<file path="src/rtl/wb_dual_master_arbiter.sv">
`default_nettype none
// ============================================================================
// Module      : wb_dual_master_arbiter
// Description : Round-robin arbiter sharing one Wishbone slave port between
//               two Wishbone masters. The grant is registered and locked for
//               the owner's whole CYC tenure. A per-tenure watchdog ends
//               stalled beats with a single-cycle error pulse.
// Revision    : 1.0 - initial release
// ============================================================================
module wb_dual_master_arbiter #(
    parameter int AW      = 32,
    parameter int DW      = 32,
    parameter int TIMEOUT = 255
) (
    input  logic              wb_clk_i,
    input  logic              wb_rst_ni,

    input  logic              m0_cyc_i,
    input  logic              m0_stb_i,
    input  logic              m0_we_i,
    input  logic [DW/8-1:0]   m0_sel_i,
    input  logic [AW-1:0]     m0_adr_i,
    input  logic [DW-1:0]     m0_dat_i,
    output logic              m0_ack_o,
    output logic              m0_err_o,
    output logic [DW-1:0]     m0_dat_o,

    input  logic              m1_cyc_i,
    input  logic              m1_stb_i,
    input  logic              m1_we_i,
    input  logic [DW/8-1:0]   m1_sel_i,
    input  logic [AW-1:0]     m1_adr_i,
    input  logic [DW-1:0]     m1_dat_i,
    output logic              m1_ack_o,
    output logic              m1_err_o,
    output logic [DW-1:0]     m1_dat_o,

    output logic              s_cyc_o,
    output logic              s_stb_o,
    output logic              s_we_o,
    output logic [DW/8-1:0]   s_sel_o,
    output logic [AW-1:0]     s_adr_o,
    output logic [DW-1:0]     s_dat_o,
    input  logic              s_ack_i,
    input  logic [DW-1:0]     s_dat_i,

    output logic [1:0]        gnt_o
);

    // State codes double as the one-hot grant vector, so gnt_o is the
    // state register itself.
    localparam logic [1:0]  c_S_IDLE   = 2'b00;
    localparam logic [1:0]  c_S_GNT0   = 2'b01;
    localparam logic [1:0]  c_S_GNT1   = 2'b10;

    // Watchdog count at which a still-unacknowledged strobe is killed.
    localparam logic [15:0] c_WD_LIMIT = 16'(TIMEOUT - 1);
    localparam logic [15:0] c_WD_MAX   = 16'hFFFF;

    logic [1:0]  r_state;
    logic [1:0]  w_next_state;
    logic        r_last;        // 1: m1 owned the bus last (or reset) -> m0 wins ties
    logic [15:0] r_wd_cnt;

    logic        w_own0;
    logic        w_own1;
    logic        w_own_cyc;
    logic        w_own_stb;
    logic        w_release;
    logic        w_timeout;

    assign w_own0    = (r_state == c_S_GNT0);
    assign w_own1    = (r_state == c_S_GNT1);
    assign w_own_cyc = w_own0 ? m0_cyc_i : (w_own1 ? m1_cyc_i : 1'b0);
    assign w_own_stb = w_own0 ? m0_stb_i : (w_own1 ? m1_stb_i : 1'b0);

    // Owner drops CYC: the grant ends at this edge.
    assign w_release = (w_own0 | w_own1) & ~w_own_cyc;

    // A same-cycle ACK always beats the watchdog.
    assign w_timeout = (w_own0 | w_own1) & w_own_stb & ~s_ack_i
                     & (r_wd_cnt == c_WD_LIMIT);

    // Next-state: round-robin grant from IDLE, hold while the owner keeps CYC.
    always_comb begin
        w_next_state = r_state;
        case (r_state)
            c_S_IDLE: begin
                if (m0_cyc_i && m1_cyc_i) begin
                    w_next_state = r_last ? c_S_GNT0 : c_S_GNT1;
                end else if (m0_cyc_i) begin
                    w_next_state = c_S_GNT0;
                end else if (m1_cyc_i) begin
                    w_next_state = c_S_GNT1;
                end
            end
            c_S_GNT0: begin
                if (!m0_cyc_i) begin
                    w_next_state = c_S_IDLE;
                end
            end
            c_S_GNT1: begin
                if (!m1_cyc_i) begin
                    w_next_state = c_S_IDLE;
                end
            end
            default: w_next_state = c_S_IDLE;
        endcase
    end

    // State register; async reset drops the grant (and with it every s_* output).
    always_ff @(posedge wb_clk_i or negedge wb_rst_ni) begin
        if (!wb_rst_ni) begin
            r_state <= c_S_IDLE;
        end else begin
            r_state <= w_next_state;
        end
    end

    // Remember which master released the bus most recently.
    always_ff @(posedge wb_clk_i or negedge wb_rst_ni) begin
        if (!wb_rst_ni) begin
            r_last <= 1'b1;
        end else if (w_release) begin
            r_last <= w_own1;
        end
    end

    // Watchdog: counts consecutive stalled strobe cycles of the current owner.
    // It is held at zero in IDLE, so every new grant starts from zero.
    always_ff @(posedge wb_clk_i or negedge wb_rst_ni) begin
        if (!wb_rst_ni) begin
            r_wd_cnt <= 16'd0;
        end else if ((r_state == c_S_IDLE) || w_release) begin
            r_wd_cnt <= 16'd0;
        end else if (w_timeout || s_ack_i || !w_own_stb) begin
            r_wd_cnt <= 16'd0;
        end else if (r_wd_cnt != c_WD_MAX) begin
            r_wd_cnt <= r_wd_cnt + 16'd1;
        end
    end

    // Output routing: the owner's request goes to the slave, the slave's
    // response goes only to the owner; everything is zero while IDLE.
    always_comb begin
        s_cyc_o  = 1'b0;
        s_stb_o  = 1'b0;
        s_we_o   = 1'b0;
        s_sel_o  = '0;
        s_adr_o  = '0;
        s_dat_o  = '0;
        m0_ack_o = 1'b0;
        m0_err_o = 1'b0;
        m0_dat_o = '0;
        m1_ack_o = 1'b0;
        m1_err_o = 1'b0;
        m1_dat_o = '0;
        if (w_own0) begin
            s_cyc_o  = m0_cyc_i;
            s_stb_o  = m0_stb_i & ~w_timeout;
            s_we_o   = m0_we_i;
            s_sel_o  = m0_sel_i;
            s_adr_o  = m0_adr_i;
            s_dat_o  = m0_dat_i;
            m0_ack_o = s_ack_i & m0_stb_i;
            m0_err_o = w_timeout;
            m0_dat_o = s_dat_i;
        end else if (w_own1) begin
            s_cyc_o  = m1_cyc_i;
            s_stb_o  = m1_stb_i & ~w_timeout;
            s_we_o   = m1_we_i;
            s_sel_o  = m1_sel_i;
            s_adr_o  = m1_adr_i;
            s_dat_o  = m1_dat_i;
            m1_ack_o = s_ack_i & m1_stb_i;
            m1_err_o = w_timeout;
            m1_dat_o = s_dat_i;
        end
    end

    assign gnt_o = r_state;

endmodule
`default_nettype wire

</file>
<file path="config.mk">
export PLATFORM = sky130hd
export DESIGN_NAME = wb_dual_master_arbiter
export DESIGN_NICKNAME = d
export VERILOG_FILES = /design/src/rtl/wb_dual_master_arbiter.sv
export SDC_FILE = /design/constraint.sdc
export NUM_CORES = 1
export LEC_CHECK = 0
export ABC_CLOCK_PERIOD_IN_PS = 2640
export BUFFER_PORTS_ARGS = -buffer_cell sky130_fd_sc_hd__buf_4
export CAP_MARGIN = 25
export CORE_AREA = 10 10 116 118
export CTS_CLUSTER_SIZE = 14
export DETAILED_ROUTE_END_ITERATION = 8
export DIE_AREA = 0 0 126 128
export HOLD_SLACK_MARGIN = 0.15
export PLACE_DENSITY = 0.68
export SLEW_MARGIN = 0
export SYNTH_ARGS = -nofsm -noshare
export SYNTH_HDL_FRONTEND = slang
export SYNTH_SLANG_ARGS = --single-unit
</file>
<file path="constraint.sdc">
create_clock -name wb_clk_i -period 2.64 [get_ports wb_clk_i]
set_input_delay 0.264 -clock wb_clk_i [delete_from_list [all_inputs] [get_ports wb_clk_i]]
set_output_delay 0.264 -clock wb_clk_i [all_outputs]
set_load 0.01 [all_outputs]
</file>
# After elaboration in Yosys (flattened, before gate mapping)

Index checks and enable logic that the tools add are counted.

Flip-flop bits (word level): 19
Output and inout port bits: 141

$add $sub $neg: 1
Equality and inequality tests: 7
Multiplexer cells: 33
Bitwise gates (word level): 12
Reduce and logical (&&, ||, !) cells: 8

Operators with widths:

| kind                    | count |
|---|---|
| $mux W32                | 7 |
| $mux W16                | 3 |
| $add A16 B1 Y16 const B | 1 |
| $eq A16 B8 Y1 const B   | 1 |
| $ne A16 B16 Y1 const B  | 1 |
| $mux W1                 | 14 |
| $mux W2                 | 6 |
| $and A1 B1 Y1           | 8 |
| $mux W4                 | 2 |
| $pmux W2 S3             | 1 |
| $ne A2 B2 Y1 const B    | 2 |
| $ne A4 B4 Y1 const B    | 1 |
| $logic_or A1 B1 Y1      | 3 |
| $not A1 Y1              | 3 |
| $reduce_and A3 Y1       | 1 |
| $reduce_bool A3 Y1      | 1 |
| $eq A2 B1 Y1 const B    | 1 |
| $eq A2 B2 Y1 const B    | 1 |
| $logic_not A2 Y1        | 1 |
| $logic_and A1 B1 Y1     | 1 |
| $logic_not A1 Y1        | 1 |
| $or A1 B1 Y1            | 1 |

# Depth between registers and ports, before layout

Depth after elaboration: 10
Depth in mapped cells: 9
Mapped depth without buffers: 6

# Least setup slack after synthesis

No wires, ideal clock.

Path kind: register to output
From: register r_state[0], in the netlist gnt_o[0]
To: output s_adr_o[23]
Arrival time: 1.690 ns
Required time: 2.376 ns
Setup slack: 0.686 ns
Stages on the path, launching flop included: 8
Cells stage by stage: dfrtp_1 -> inv_1 -> ha_1 -> nor2b_1 -> buf_2 -> clkbuf_1 -> buf_2 -> a22o_1

Cells in the longest elaborated chain, start to end: 3
Elaborated cells between the ends (all ways): 4

Ends and longest elaborated chain:

| element                | RTL line | RTL |
|---|---|---|
| from (decl)            | 60       | `logic [1:0] r_state;` |
| from (signal assigned) | 114      | `r_state <= c_S_IDLE;` |
| from (signal assigned) | 116      | `r_state <= w_next_state;` |
| $eq A2 B2 Y1           | 73       | `assign w_own1 = (r_state == c_S_GNT1);` |
| via w_own1             | 66       | `logic w_own1;` |
| $mux W32               | 168      | `end else if (w_own1) begin` |
| $mux W32               | 158      | `if (w_own0) begin` |
| to (decl)              | 42       | `output logic [AW-1:0] s_adr_o,` |

The timed path passes the listed nets, and every way through them passes these cells.

# Worst setup path in the final report

From: register r_state[0], in the netlist gnt_o[0]
To: output s_we_o

Cells in the longest elaborated chain, start to end: 3
Elaborated cells between the ends (all ways): 4

Ends and longest elaborated chain:

| element      | RTL line | RTL |
|---|---|---|
| $eq A2 B2 Y1 | 73       |  |
| via w_own1   | 66       |  |
| $mux W1      | 168      |  |
| $mux W1      | 158      |  |
| to (decl)    | 40       | `output logic s_we_o,` |

The timed path passes the listed nets, and every way through them passes these cells.

==> key figures <==
STA
  • Final period util: 0.923
  • Relative max-transition margin: 0.658
  • Setup-failing EPs final: 0
  • Achievable frequency: 410 MHz
  • Final Hold Vio Count: 0
  • Measured slew at the worst slew-check pin: 0.512 ns
  • Final WS setup: 0.204 ns
  • Minimum clock period: 2.44 ns
  • Worst clock skew: about 0.0028 ns
  • TNS Setup: 0 ns
  • RSZ-0062 raised after global routing: false
  • Pins over their slew limit: 0

Floorplan
  • Ports: approximately 320
  • Initial Utilization: 0.213
  • Die ar.: about 16000 um^2
  • Row count: 39
  • Core area: 11200 um^2
  • Die Width: 126 um
  • Die Y: 128 um

Pwr
  • Total internal power: 2.19 mW
  • Pwr Density: 793 nW/um^2
  • Switching pwr: 1.78 mW
  • Leakage: about 2.6 nW
  • Reg power frac: 0.086
  • Clk network pwr share: 0.080
  • Gate power share: 0.834
  • Max VDD drop: 358 uV
  • Switching Share: 0.448

Drt
  • Top Layer Used: met5
  • Final antenna-violating net count: 0
  • DR vias: 3636
  • Initial DRC count: ~230
  • Drt wl/cell: ~24 um
  • DRC viols: 0
  • Pre-antenna DRT Iters: 4
  • Drt via density: 4.89
  • Met3 wire length: 2.46 mm
  • Routed WL: 17.9 mm
  • Met2 routed WL: 8.16 mm
  • M1 wire length: 7.08 mm

Logic synthesis
  • Post-Synthesis Cell Area: 2390 um^2
  • Asr flop ratio synth: 1.00
  • Seq cells post-synth: 19
  • Yosys top cell area share: 0.252
  • Number of synthesized flops with an enable pin: 0
  • Post-Synthesis Cells: around 290
  • Synth area leader: a22o_1
  • Yosys warns: 0
  • Main synth FF type: dfrtp_1
  • Avg Cell Area, Syn: 8.15 um^2
  • Synth area leaders: a22o_1 25%, dfrtp_1 19%, and2_1 18%
  • Netlist cell types: 48
  • Sequential-to-total area share from yosys stat: 0.199
  • Net Count, Synth: 477

GRT
  • Largest net degree at the start of global routing: 47
  • First-pass GRT wire length: 24.9 mm
  • Initial antenna violation count: 7
  • Vias in the first global route: 3705
  • GRT Total Usage: 0.199
  • GRT overflow: 0

Clock tree
  • Post-CTS Setup Repair Bufs: 0
  • Clk_lat worst skew: 0.25 ns
  • Max clock buf depth: 2
  • Cts bufs inserted: 3
  • CTS root buf: clkbuf_16
  • CTS H-Tree Depth: 1
  • Sink Count: 19
  • CTS tree: built
  • Worst-path clk slew: 0.05 ns

Placed design
  • Port bufs: 317
  • Dpl hpwl: 15.6 mm
  • GP Congestion: 0.923
  • Dpl ws: 0.399 ns

Finish
  • Commonest cells after routing, fill and taps aside: 325 x buf_4, 69 x a22o_1, 67 x and2_1, 18 x dfrtp_1, 10 x nand2_1
  • Post-layout util: 0.445
  • Share of cells above drive strength 1: 0.575
  • Final #Nets: 779
  • Area grow syn2layout: 109%
  • Most common cell after layout, fill and taps aside: buf_4

Critical path
  • Worst Path Arrival: roughly 2.2 ns
  • Crit. End Element: primary output
  • Critical Path RT: 2.38 ns
  • CP max FO: 25
  • Kind of critical path: reg -> out
  • Kind of start point of the critical path: register

Outcome
  • Status: complete, no violations

Job
  • Max Cap Viol: 0

Hold path
  • Min-Delay Path Class: in -> reg
[worst paths after layout]
check / from / to / slack, ns / cells after the start
setup / recovery: gnt_o[0]$_DFFE_PN0P_ / s_we_o / 0.20 / 7
hold / removal: m0_cyc_i / gnt_o[0]$_DFFE_PN0P_ / 0.34 / 3
setup reg to reg: gnt_o[0]$_DFFE_PN0P_ / r_wd_cnt[6]$_DFFE_PN0P_ / 0.46 / 8
hold reg to reg: r_wd_cnt[0]$_DFFE_PN0P_ / r_wd_cnt[0]$_DFFE_PN0P_ / 0.60 / 2
max in group asynchronous: wb_rst_ni / r_last$_DFFE_PN1P_ / 1.94 / 2
min in group asynchronous: wb_rst_ni / r_wd_cnt[4]$_DFFE_PN0P_ / 0.43 / 2
[metal layers]
metal | global-route usage | vias up
met5 | 0 | -
met2 | 0.307 | 184
met1 | 0.239 | 1707
met4 | 0.0234 | 4
li1 | - | 1727
met3 | 0.117 | 14
[sequential cells by signal, summed over array words and instances, names as in the netlist]
signal and flops:
r_last 1, r_wd_cnt 16, gnt_o 2
[area by class of cell]
cell class,count,area (um^2)
Multi-Input combinational cell,241,1780
Inverter,5,18.8
Clock buffer,4,78.8
Sequential cell,19,477
Fill cell,1093,6230
Antenna cell,5,12.5
Tap cell,143,179
Timing Repair Buffer,326,2450
[critical path, stage by stage (launching register included)]
cell and delay [ns]:
dfrtp_1 0.42, inv_1 0.13, ha_1 0.25, nor2b_4 0.19
buf_4 0.29, buf_4 0.29, a22o_1 0.20, buf_4 0.14
[synth_stat cells, drive strengths merged (2+ instances only)]
| master | number |
|---|---|
| buf | 10 |
| or4 | 3 |
| nand2 | 10 |
| a22o | 69 |
| clkbuf | 19 |
| nor4 | 3 |
| nor4bb | 2 |
| a41oi | 3 |
| nor2b | 3 |
| xnor2 | 3 |
| a21oi | 8 |
| nor2 | 9 |
| nand3 | 8 |
| inv | 5 |
| nor3 | 6 |
| and3 | 5 |
| mux2i | 2 |
| dfrtp | 18 |
| nand4 | 6 |
| a211oi | 5 |
| o21ai | 4 |
| ha | 6 |
| o31ai | 3 |
| and4 | 3 |
| and2 | 67 |
[per-stage QoR]
| stage | total power [mW] | cell area (um^2) | instances | hold slack, ns |
|---|---|---|---|---|
| floorplan | 1.88 | 2390 | 294 | -0.0316 |
| detailed placement | 3.66 | 4890 | 733 | 0.160 |
| CTS | 4.00 | 4980 | 738 | 0.344 |
| finish | 3.96 | 5000 | 743 | 0.343 |
| global placement | 3.62 | 4890 | 733 | 0.151 |
| global route | 4.23 | 4980 | 738 | 0.349 |
[cells by family (layout without fill, tap and decap cells)]
group | Yosys count | count (layout) | synth area share
and+or+nand+nor | 129 | 129 | 0.332
other | 0 | 5 | 0
DFF | 19 | 19 | 0.199
xor gates and xnor gates | 3 | 3 | 0.0110
adders and majority gates | 6 | 6 | 0.0313
muxes | 3 | 3 | 0.0131
buffers and inverters | 34 | 335 | 0.0637
AOI/OAI and AO/OA | 100 | 100 | 0.350
[power groups by stage]
stage / logic, mW / registers, mW / clock network (mW)
6_report: 3.30 / 0.340 / 0.319
5_1_grt: 3.55 / 0.344 / 0.337
4_1_cts: 3.33 / 0.339 / 0.323
3_5_place_dp: 3.31 / 0.344 / 0
3_3_place_gp: 3.28 / 0.341 / 0
2_1_floorplan: 1.54 / 0.346 / 0
[what timing repair did]
action | in CTS | in global routing
setup endpoints to repair | 0 | 3
endpoints found under the hold margin | 19 | 0
resized for setup | 0 | 1
hold buffers | 1 | 0
Power figures use the tool's default switching activity.
